<file path="src/rtl/mux_seq_pkg.sv">
// Shared encodings and constants for the 4-step pattern mux sequencer.
package mux_seq_pkg;

    typedef enum logic [1:0] {
        ST_IDLE = 2'd0,
        ST_RUN  = 2'd1,
        ST_DONE = 2'd2
    } state_t;

    localparam int NSTEPS = 4;
    localparam int SEL_W  = 2;

    // Pattern lookup for a given step index.
    function automatic logic [3:0] pick_pattern(
        input logic [SEL_W-1:0] s,
        input logic [3:0]       p0,
        input logic [3:0]       p1,
        input logic [3:0]       p2,
        input logic [3:0]       p3
    );
        logic [3:0] r;
        case (s)
            2'd0:    r = p0;
            2'd1:    r = p1;
            2'd2:    r = p2;
            default: r = p3;
        endcase
        return r;
    endfunction

endpackage

</file>
<file path="src/rtl/mux_seq_presc.sv">
// NP-bit dwell prescaler with synchronous clear and count enable; tick marks the all-ones count.
module mux_seq_presc #(
    parameter int NP = 22
) (
    input  logic clk,
    input  logic rst,
    input  logic i_clr,
    input  logic i_en,
    output logic o_tick
);

    logic [NP-1:0] r_cnt;

    always_ff @(posedge clk) begin
        if (rst || i_clr) begin
            r_cnt <= '0;
        end else if (i_en) begin
            r_cnt <= r_cnt + NP'(1);
        end
    end

    assign o_tick = &r_cnt;

endmodule

</file>
<file path="src/rtl/mux_seq_ctrl.sv">
// Start/stop sequencer driving a 4-input pattern mux onto registered LED outputs.
// Optional pause input enabled by defining MUX_SEQ_CTRL_PAUSE_EN.
module mux_seq_ctrl
    import mux_seq_pkg::*;
#(
    parameter int         NP = 22,
    parameter logic [3:0] V0 = 4'h3,
    parameter logic [3:0] V1 = 4'hC,
    parameter logic [3:0] V2 = 4'h5,
    parameter logic [3:0] V3 = 4'hA
) (
    input  logic             clk,
    input  logic             rst,
    input  logic             start,
    input  logic             stop,
    input  logic             loop,
`ifdef MUX_SEQ_CTRL_PAUSE_EN
    input  logic             pause,
`endif
    output logic [SEL_W-1:0] sel,
    output logic [3:0]       data,
    output logic             busy,
    output logic             done,
    output logic [1:0]       dbg_state
);

    // Handshake: start/stop are level-sampled every cycle; start is only
    // accepted in IDLE with stop low, stop wins over everything in RUN.

    state_t           r_state;
    logic [SEL_W-1:0] r_sel;
    logic [3:0]       r_data;
    logic             r_busy;
    logic             r_done;
    logic             r_loop;

    state_t           w_state_nx;
    logic [SEL_W-1:0] w_sel_nx;
    logic [3:0]       w_data_nx;
    logic             w_busy_nx;
    logic             w_done_nx;
    logic             w_loop_nx;
    logic             w_tick;
    logic             w_pause;
    logic             w_presc_clr;
    logic             w_presc_en;

`ifdef MUX_SEQ_CTRL_PAUSE_EN
    assign w_pause = pause;
`else
    assign w_pause = 1'b0;
`endif

    // Holding the prescaler cleared outside RUN makes every pass start at count 0.
    assign w_presc_clr = (r_state != ST_RUN);
    assign w_presc_en  = (r_state == ST_RUN) && !w_pause;

    mux_seq_presc #(
        .NP (NP)
    ) u_presc (
        .clk    (clk),
        .rst    (rst),
        .i_clr  (w_presc_clr),
        .i_en   (w_presc_en),
        .o_tick (w_tick)
    );

    always_ff @(posedge clk) begin
        if (rst) begin
            r_state <= ST_IDLE;
        end else begin
            r_state <= w_state_nx;
        end
    end

    always_comb begin
        w_state_nx = r_state;
        w_sel_nx   = r_sel;
        w_loop_nx  = r_loop;
        case (r_state)
            ST_IDLE: begin
                w_sel_nx = '0;
                if (start && !stop) begin
                    w_state_nx = ST_RUN;
                    w_loop_nx  = loop;
                end
            end
            ST_RUN: begin
                if (stop) begin
                    w_state_nx = ST_IDLE;
                    w_sel_nx   = '0;
                end else if (w_tick && !w_pause) begin
                    if (r_sel != SEL_W'(NSTEPS - 1)) begin
                        w_sel_nx = r_sel + SEL_W'(1);
                    end else if (r_loop) begin
                        w_sel_nx = '0;
                    end else begin
                        w_state_nx = ST_DONE;
                        w_sel_nx   = '0;
                    end
                end
            end
            ST_DONE: begin
                w_state_nx = ST_IDLE;
                w_sel_nx   = '0;
            end
            default: begin
                w_state_nx = ST_IDLE;
                w_sel_nx   = '0;
            end
        endcase
        // Outputs are registered from the next state so they line up with it.
        w_busy_nx = (w_state_nx == ST_RUN);
        w_done_nx = (w_state_nx == ST_DONE);
        w_data_nx = w_busy_nx ? pick_pattern(w_sel_nx, V0, V1, V2, V3) : 4'h0;
    end

    always_ff @(posedge clk) begin
        if (rst) begin
            r_sel  <= '0;
            r_data <= 4'h0;
            r_busy <= 1'b0;
            r_done <= 1'b0;
            r_loop <= 1'b0;
        end else begin
            r_sel  <= w_sel_nx;
            r_data <= w_data_nx;
            r_busy <= w_busy_nx;
            r_done <= w_done_nx;
            r_loop <= w_loop_nx;
        end
    end

    assign sel       = r_sel;
    assign data      = r_data;
    assign busy      = r_busy;
    assign done      = r_done;
    assign dbg_state = r_state;

endmodule
</file>
<file path="config.mk">
export PLATFORM = sky130hd
export DESIGN_NAME = mux_seq_ctrl
export DESIGN_NICKNAME = d
export VERILOG_FILES = /design/src/rtl/mux_seq_pkg.sv /design/src/rtl/mux_seq_presc.sv /design/src/rtl/mux_seq_ctrl.sv
export SDC_FILE = /design/constraint.sdc
export NUM_CORES = 1
export LEC_CHECK = 0
export BUFFER_PORTS_ARGS = -buffer_cell sky130_fd_sc_hd__buf_4
export CORE_ASPECT_RATIO = 0.9
export CORE_MARGIN = 3
export CORE_UTILIZATION = 56
export DETAILED_ROUTE_END_ITERATION = 16
export PLACE_DENSITY_LB_ADDON = 0.15
export SLEW_MARGIN = 20
export SYNTH_ARGS = -nofsm -noshare
export SYNTH_HDL_FRONTEND = slang
export SYNTH_HIERARCHICAL = 1
export SYNTH_SLANG_ARGS = --single-unit
</file>
<file path="constraint.sdc">
create_clock -name clk -period 2.92 [get_ports clk]
set_input_delay 0.584 -clock clk [delete_from_list [all_inputs] [get_ports clk]]
set_output_delay 0.584 -clock clk [all_outputs]
set_load 0.03 [all_outputs]
</file>
# ---- Yosys cells after proc, flatten, opt, wreduce, memory -nomap -nowiden
# Index checks and enable logic that the tools add are counted.
dict set report totals {
  out_inout_bits 10
  romBits 0
  latch_bits 0
  mem_bits_rw 0
  memories 0
  wordCells 36
  register_bits 33
}
dict set report classes {
  div 0
  mux 11
  addsub 2
  multipliers 0
  magnitude_cmp 0
  eq_ne 7
  n_shift 0
  bitwise_logic 1
  n_reduce_logical 8
}
# cell count
set op_table {}
lappend op_table {{22-bit by 1-bit adder with 22-bit output (second input constant)} 1}
lappend op_table {{22-bit AND reduction} 1}
lappend op_table {{2-bit 2-to-1 mux} 9}
lappend op_table {{4-bit one-hot mux with 3 select lines} 1}
lappend op_table {{2-bit by 1-bit equality test with 1-bit output (second input constant)} 3}
lappend op_table {{2-bit equality test (second input constant)} 2}
lappend op_table {{2-bit logical NOT} 2}
lappend op_table {{2-bit one-hot mux with 2 select lines} 1}
lappend op_table {{2-bit by 1-bit adder with 2-bit output (second input constant)} 1}
lappend op_table {{2-bit by 1-bit inequality test with 1-bit output (second input constant)} 1}
lappend op_table {{2-bit inequality test (second input constant)} 1}
lappend op_table {{2-bit AND reduction} 1}
lappend op_table {{2-bit OR reduction} 1}
lappend op_table {{1-bit logical AND} 1}
lappend op_table {{1-bit logical NOT} 1}
lappend op_table {{1-bit logical OR} 1}
lappend op_table {{1-bit NOT} 1}

# ---- Logic depth before layout (Yosys ltp)
dict set report logic_depth {
  word_depth 8
  ltp_mapped 7
  ltp_nobuf 6
}

# ---- By module
# The synthesis kept the hierarchy.
# module cells_per_inst instances area_per_inst_um2
set modules_own_cells {}
lappend modules_own_cells {mux_seq_presc 118 1 1018.5}
lappend modules_own_cells {mux_seq_ctrl 45 1 439.2}

# ---- Worst setup path after synthesis
# No wires, ideal clock.
dict set report synth_timing {
  path_type {register -> register}
  from {reg u_presc.r_cnt[12]}
  to {reg r_data[0], in the netlist data[0]}
  arrival_time_ns 2.016
  path_slack_ns 0.759
  t_required_ns 2.775
  period_less_slack_ns 2.161
  stages_incl_launch_ff 8
  n_path_buf 1
  path_cell_list {dfxtp_1 > and4_1 > clkbuf_1 > nand4_1 > nor4_1 > nand3b_1 > a2bb2oi_2 > a31oi_1}
}
dict set report synth_between {
  elab_chain_cells 7
  word_cells_on_any_way 14
  classes_between {eq/ne (3); mux (7); bitwise (1); reduce/logical (3)}
}
# item line_no
set synth_lines {}
lappend synth_lines {{start, declared} mux_seq_presc.sv:12} ;# logic [NP-1:0] r_cnt;
lappend synth_lines {{start signal, assigned} mux_seq_presc.sv:18} ;# r_cnt <= r_cnt + NP'(1);
lappend synth_lines {{22-bit AND reduction (*)} mux_seq_presc.sv:22} ;# assign o_tick = &r_cnt;
lappend synth_lines {{named net w_tick} mux_seq_ctrl.sv:43} ;# logic w_tick;
lappend synth_lines {{2-bit 2-to-1 mux} mux_seq_ctrl.sv:92} ;# end else if (w_tick && !w_pause) begin
lappend synth_lines {{2-bit 2-to-1 mux} mux_seq_ctrl.sv:89} ;# if (stop) begin
lappend synth_lines {{2-bit one-hot mux with 2 select lines} mux_seq_ctrl.sv:80} ;# case (r_state)
lappend synth_lines {{2-bit by 1-bit equality test with 1-bit output} mux_seq_ctrl.sv:113} ;# w_busy_nx = (w_state_nx == ST_RUN);
lappend synth_lines {{1-bit NOT (no line)} n/a}
lappend synth_lines {{2-bit OR reduction (no line)} n/a}
lappend synth_lines {{end signal, assigned} mux_seq_ctrl.sv:127} ;# r_data <= w_data_nx;
lappend synth_lines {{end, declared} mux_seq_ctrl.sv:32} ;# logic [3:0] r_data;
# Mark *: on every way through the listed nets, which the timed path passes. The rest lies on a longest branch.
# A chain may end at the register's enable or synchronous reset.

# ---- Worst setup path after layout
# Ends and elaborated chain as after synthesis.

==> out/summary.txt <==
first-pass GRT wire length: 4830 um
clk sink count: 33
flop-to-flop setup slack: 0.34 ns
gate count of the mapped netlist: 163
Layout area overhead: 11.4%
sequential cell area: 661 sq um
post-DP HPWL: 2080 um
Final Non-Filler Cells: 208
FILL cells: 192
WP data arrival: 2.78 ns
final core utilization: 69.9%
synthesized area: 1460 sq um
Residual DRC: 0
final hold slack: 0.472 ns
Setup Buffers After CTS: 0
Area after DPL: 1570 sq um
die extent in x: 59.8 um
Cell variety after synth: 39
Place WS: 0.461 ns
Vias/cell: 5.74
Final setup viols: 0
Tmin final: 2.58 ns
number of global-route vias before repair: 1082
Cells after DPL: 200
Power Internal: 0.562 mW
worst-path maximum fanout: 7
crit start category: register
share of layout cells above drive strength 1: 17.7%
Final Cycle Share: 88.2%
sequential power share: 62.3%
CTS tree: done
Crit Path Category: reg -> reg
outcome: finished, final reports clean
Tot GR Track Use: 20.3%
most frequent cells in the layout: dfxtp_1, nor2_1, buf_4
clock root cell: clkbuf_4
Initial Utilization: 62.8%
slew margin rel.: 40.6%
Req. time, crit path: 3.12 ns
RSZ-0062 raised after global routing: no
ys async rst share: 0%
Slew @ Worst Pin: 0.883 ns
HP Class: in -> reg
EDFF count, synth: 0
grt ovf: 0
CTS resizes: 0
initial antenna violation count: 0
ant diodes: 0
VDD IR-drop max: 0.392 mV
Final ANT Viol Nets: 0
CP Capture Type: register
Syn Area/Cell: 8.94 sq um
MaxCap Viol Count: 0
Combinational Power Share: 5.4%
most common cell after layout, fill and taps aside: dfxtp_1
clk slew on worst S/H paths: 0.10 ns
synthesis-stage register bit count: 33
buffers added on ports: 14
gpl congestion: 0.891
Post-Syn Nets: 170
drt pass-1 iters: 4
WL final: 2890 um
net switching power: 0.171 mW
max-slew violation count: 0
die height: 54.4 um
area of the die: 3250 sq um
DR iter-0 viols: 66
Max Clk Rate: 388 MHz
largest net degree at the start of global routing: 22
Clock Power Share: 32.3%
Seq/Total Area, Yosys: 45.3%
core area: 2320 sq um
Num CTS Buffers: 5
cell area power density: 452 nW/um^2
Hold Fails Final Rpt: 0
CTS max path bufs: 2
H-tree depth: 2
Tot Pwr: 0.734 mW
CTS Hold Buffers Added: 0
Pleak: 0.594 nW
setup_tns: 0 ns
Fin Clk Skew: 0.00590 ns
layout net count: 187
area of the multi-input gates: 743 sq um
Synth Flop Type: dfxtp_1
worst skew pair latency: 0.33 ns
IO Count: 15
Final Cell Area: 1620 sq um
std cell rows: 16
final setup margin: 0.344 ns
sw frac: 23.3%
WL per Instance: 13.9 um
via count: 1194
Warnings, synthesis: 6
==> cell families (layout without fill, tap and decap cells) <==
family	count (synthesis)	count (layout)	share of synthesized area, %
XOR/XNOR	12	12	7.21
AND/OR/NAND/NOR	77	77	29.4
buffers and inverters	11	29	3.69
multiplexers	2	2	1.37
AO/OA/AOI/OAI	26	26	11.2
adder cells (fa/ha/maj)	2	2	1.72
flip-flops	33	33	45.3
==> layout make-up <==
class	instances	area share [%]
Timing Repair Buffer	15	6.93
Inverter	6	1.39
Tap cell	27	2.08
Clock buffer	6	2.54
Multi-Input combinational cell	119	45.8
Sequential cell	33	40.7
Clock inverter	2	0.616
==> per-layer routing <==
layer	up-vias	track usage (%)	wire length [um]
li1	612	-	-
met1	556	27.3	1430
met2	20	27.7	1290
met3	6	6.37	118
met4	0	12.9	48
met5	-	0	0
==> state kept, by name, indices dropped and copies added (netlist names) <==
signal / cells
done: 1
u_presc/r_cnt: 22
dbg_state: 2
sel: 2
busy: 1
r_loop: 1
data: 4
==> power groups by stage <==
stage	clock network (mW)	registers (mW)	logic [mW]
2_1_floorplan	0	0.473	0.0189
3_3_place_gp	0	0.467	0.0382
3_5_place_dp	0	0.467	0.0391
4_1_cts	0.248	0.457	0.0392
5_1_grt	0.265	0.458	0.0419
6_report	0.237	0.457	0.0393
==> worst max-delay path, cell delays in order, from the launching register on <==
cell,delay [ns]
dfxtp_1,0.43
and4_1,0.34
nand4_1,0.19
nor4_1,0.80
nand3b_1,0.34
a2bb2oi_2,0.29
a31oi_1,0.06
==> path summary, 6_finish.rpt <==
path                                  startpoint                   to  cells past startpoint
setup / recovery  u_presc/r_cnt[12]$_SDFFE_PP0P_   data[0]$_SDFF_PP0_                      6
setup reg to reg  u_presc/r_cnt[12]$_SDFFE_PP0P_   data[0]$_SDFF_PP0_                      6
hold / removal                               rst  r_loop$_SDFFE_PP0P_                      2
hold reg to reg              r_loop$_SDFFE_PP0P_  r_loop$_SDFFE_PP0P_                      2
==> cell usage after synthesis (all sizes together) (2+ instances only) <==
library cell	instances	area [sq um]
nand3b	2	15.0
nand4	6	43.8
clkbuf	3	12.5
a31oi	2	12.5
nand3	6	35.0
and2	2	13.8
mux2i	2	20.0
dfxtp	33	661
buf	2	18.8
a21oi	11	55.1
a31o	2	17.5
xnor2	7	61.3
and3	3	18.8
and4	2	17.5
nor4b	2	17.5
nor2	21	78.8
nand2	12	45.0
or3	8	50.1
o21ai	7	35.0
ha	2	25.0
or4b	2	23.8
nor3	5	25.0
inv	6	22.5
nor4	3	25.0
xor2	5	43.8
(Power assumes the default switching activity.)
